<file path="config.mk">
export PLATFORM = sky130hd
export DESIGN_NAME = id_ex_pipe_elastic
export DESIGN_NICKNAME = d
export VERILOG_FILES = /design/src/rtl/id_ex_pipe_elastic.sv
export SDC_FILE = /design/constraint.sdc
export NUM_CORES = 1
export LEC_CHECK = 0
export BUFFER_PORTS_ARGS = -buffer_cell sky130_fd_sc_hd__buf_4
export CAP_MARGIN = 20
export CORE_MARGIN = 2
export CORE_UTILIZATION = 30
export DETAILED_ROUTE_END_ITERATION = 6
export GPL_ROUTABILITY_DRIVEN = 0
export SKIP_CTS_REPAIR_TIMING = 1
export SLEW_MARGIN = 20
export SYNTH_ARGS = -nofsm -noshare
export SYNTH_HDL_FRONTEND = slang
export SYNTH_SLANG_ARGS = --single-unit
</file>
<file path="constraint.sdc">
create_clock -name clock -period 1.63 [get_ports clock]
set_input_delay 0.326 -clock clock [delete_from_list [all_inputs] [get_ports clock]]
set_output_delay 0.326 -clock clock [all_outputs]
set_load 0.01 [all_outputs]
</file>
<file path="src/rtl/id_ex_pipe_elastic.sv">
// Elastic pipeline stage: main entry drives the outputs, a one-entry skid
// buffer absorbs the single bundle that arrives while downstream stalls.
// in_ready depends only on registered state, so there is no combinational
// path from out_ready back to in_ready.
module id_ex_pipe_elastic #(
  parameter int N      = 32,
  parameter int WORDS  = 3,
  parameter int REGS   = 3,
  parameter int CTRL_W = 5
) (
  input  logic                clock,
  input  logic                reset,
  input  logic                flush,
  input  logic                in_valid,
  output logic                in_ready,
  input  logic [WORDS*N-1:0]  in_data,
  input  logic [REGS*5-1:0]   in_regs,
  input  logic [CTRL_W-1:0]   in_ctrl,
  output logic                out_valid,
  input  logic                out_ready,
  output logic [WORDS*N-1:0]  out_data,
  output logic [REGS*5-1:0]   out_regs,
  output logic [CTRL_W-1:0]   out_ctrl,
  output logic [1:0]          occupancy
);

  logic               main_valid;
  logic [WORDS*N-1:0] main_data;
  logic [REGS*5-1:0]  main_regs;
  logic [CTRL_W-1:0]  main_ctrl;

  logic               skid_valid;
  logic [WORDS*N-1:0] skid_data;
  logic [REGS*5-1:0]  skid_regs;
  logic [CTRL_W-1:0]  skid_ctrl;

  logic accept;
  logic emit;

  assign in_ready  = !skid_valid;
  assign accept    = in_valid && !skid_valid;
  assign emit      = main_valid && out_ready;

  assign out_valid = main_valid;
  assign out_data  = main_data;
  assign out_regs  = main_regs;
  assign out_ctrl  = main_valid ? main_ctrl : '0;
  assign occupancy = 2'(main_valid) + 2'(skid_valid);

  // Main/skid update: reset clears everything, flush kills both entries and
  // their control bits, otherwise main refills from skid first (FIFO order)
  // and only takes the input directly when skid is empty.
  always_ff @(posedge clock) begin
    if (reset) begin
      main_valid <= 1'b0;
      main_data  <= '0;
      main_regs  <= '0;
      main_ctrl  <= '0;
      skid_valid <= 1'b0;
      skid_data  <= '0;
      skid_regs  <= '0;
      skid_ctrl  <= '0;
    end else if (flush) begin
      main_valid <= 1'b0;
      main_ctrl  <= '0;
      skid_valid <= 1'b0;
      skid_ctrl  <= '0;
    end else if (!main_valid || emit) begin
      if (skid_valid) begin
        // accept is impossible here because in_ready is low while skid is full
        main_valid <= 1'b1;
        main_data  <= skid_data;
        main_regs  <= skid_regs;
        main_ctrl  <= skid_ctrl;
        skid_valid <= 1'b0;
        skid_ctrl  <= '0;
      end else if (accept) begin
        main_valid <= 1'b1;
        main_data  <= in_data;
        main_regs  <= in_regs;
        main_ctrl  <= in_ctrl;
      end else begin
        main_valid <= 1'b0;
      end
    end else if (accept) begin
      skid_valid <= 1'b1;
      skid_data  <= in_data;
      skid_regs  <= in_regs;
      skid_ctrl  <= in_ctrl;
    end
  end

endmodule
</file>
==> flow_summary.toml <==
[status]
outcome = "finished with violations"
violations = "setup timing"

[cts]
cts.sinks = 234
cts_root_buffer = "clkbuf_16"
cts_tree = "yes"
cts_buffers = 28
path_clk_slew_ns = 0.06
clkLatencyLatePin_ns = 0.54
clk_path_buf_depth = 3
h-tree-depth = 1

[power]
p_leak_nw = 5.224
vdd_drop_max_mv = 0.7354
power-per-cell-area_nw_per_um2 = 988.1

[floorplan]
num_io_pins = 241
die_x_um = 193.9
num_rows = 69
die-area_um2 = 37600
die_y_um = 193.9
core_um2 = 35570
initial_core_util = 0.3041

[drt]
avgViaCountPerCell = 4.987
drt_wl_total_um = 31020
num_vias = 8797
drtIter0Drc = 357
ant_nets = 0
route.detailed.drc = 0
firstDrtPassIters = 5
routedWlPerCell_um = 17.58

[sta]
fin_crit_sh = 1.035
fmax_ghz = 0.5930
rsz0062_at_grt = "true"
final.min_clock_period_ns = 1.686
finalMaxSlewViolations = 0
setup_viol = 2
finalHoldViolations = 0
fin_ws_ns = -0.05644
tightestPinTransition_ns = 0.4597
fin_skew_ns = 0.01301
relSlewSlack = 0.6924

[global_route]
grt_usage = 0.1559
grt_max_degree = 96
grt_pass1_wl_um = 48370
overflow = 0
antenna_found_initial = 2
first_global_vias = 8623

[setup_path]
critical_path.cell_chain = "buf_12, ha_4, buf_6"
critPathBufInv = 2
worstPathMaxFanout = 6
arrival_ns = 1.36
critPathMaxStageDelay_ns = 0.36
critPathTopFamily = "flip-flops"
timing_worst_setup_path_type = "flip-flop to primary output"
cp_slowest_cell = "dfxtp_4"
endpoint_kind = "primary output"
cp-start-kind = "flip-flop"
crit_required_ns = 1.30
reg2reg_setup_slack_ns = 0.14

[cells_and_area]
finish.utilization = 0.4062
syn_to_final_growth_pct = 33.57
drive_above_1_share = 0.2782
nets = 1403

[synthesis]
synth_top_family_by_area = "multiplexers"
yosys-top-cells-area = "dfxtp_1, mux2i_1, nand2b_1"
synth_xor_area_frac = 0
yosysWarnings = 0
synthAdderAreaFrac = 0.001157
syn_inst = 1062
synth.distinct_cells = 26
syn_area_per_cell_um2 = 10.19
ys_seq_area_frac = 0.4330
synth_compound_area_frac = 0.1566
syn-cell-area_um2 = 10820
synth_seq_cells = 234
synth_mux_area_frac = 0.2100
synth_nets = 1184
synth-simple-area-share = 0.1386
yosys.area.top_type = "dfxtp_1"
synth_top_area_frac = 0.4330

[placed_design]
dpl_worst_slack_ns = 0.01967
io_buffer_count = 240
dp_hpwl_um = 19940

[job]
drv_cap = 0

[min_path]
holdCritPathClass = "primary input to flip-flop"
per-stage QoR:
stage	total power, mW	TNS [ns]	std cells	area (um^2)	hold WS (ns)
finish	14.28	-0.08840	1764	14450	0.06231
global route	14.87	-0.2496	1764	14450	0.05014
CTS	14.47	-1.016	1750	14270	0.03352
detailed placement	7.927	0	1700	13310	0.4612
global placement	7.908	0	1700	13310	0.4571
floorplan	7.059	0	1062	10820	0.4483
where the power goes:
part	switching, mW	internal (mW)
sequential	0.131	5.94
clock	2.50	3.97
combinational	0.843	0.892
total	3.48	10.8
worst register-to-register path, delay by kind of cell (launching register included):
family,cells,cell delay [ns]
simple gates,2,0.34
flops,1,0.36
buf+inv,3,0.53
mux,1,0.19
cell usage after synthesis (all sizes together):
cell type and count:
or2 2, and2 5, and3 1, clkbuf 56, ha 1, nor3 2
a32o 5, dfxtp 234, buf 59, a21oi 7, a31oi 111, mux2i 227
nor2b 1, nand2b 223, nor2 4, a22o 5, inv 2, and2b 1
a211oi 116
worst paths after layout:
kind / from / endpoint / depth (start not counted)
max: skid_valid / occupancy[0] / 3
max reg2reg: skid_valid / skid_data[95] / 6
min reg2reg: skid_data[4] / skid_data[4] / 2
min: in_data[25] / skid_data[25] / 3
placed cells by master (no fill, tap or decap), types with 4 or more instances in the layout:
cell type,netlist,layout
dfxtp_1,234,232
a21oi_1,7,7
a22o_1,5,5
clkbuf_8,0,8
and2_4,0,4
buf_4,13,264
nand2b_1,223,222
clkbuf_1,56,6
a31oi_1,111,111
a32o_1,5,5
buf_12,0,27
mux2i_1,227,227
clkbuf_16,0,31
buf_6,2,11
a211oi_1,116,116
metal layers:
| layer | up-vias | global-route usage | wire [um] |
|---|---|---|---|
| met5 | - | 0 | 0 |
| met4 | 0 | 0.04349 | 769 |
| met3 | 48 | 0.03531 | 1827 |
| met2 | 210 | 0.2570 | 14570 |
| met1 | 4239 | 0.2048 | 13840 |
| li1 | 4300 | - | - |
registers in the layout (all words and copies together), names as in the netlist:
register,flops
out_valid,1
skid_regs,15
out_regs,15
skid_data,96
out_data,96
skid_valid,1
skid_ctrl,5
main_ctrl,5
cell type report:
class                           count  area [um^2]
Fill cell                        3506        21120
Multi-Input combinational cell    711         5522
Sequential cell                   234         4690
Timing Repair Buffer              304         2685
Clock buffer                       43        869.6
Tap cell                          461        576.8
Clock inverter                      7        91.34
Inverter                            2        10.01
Antenna cell                        2        5.005
cell families after synthesis:
kind of cell             after synthesis
AO/OA/AOI/OAI                        244
AND/OR/NAND/NOR                      239
flip-flops                           234
multiplexers                         227
buffers and inverters                117
adder cells (fa/ha/maj)                1
No activity file was read; power rests on OpenSTA's default activity.
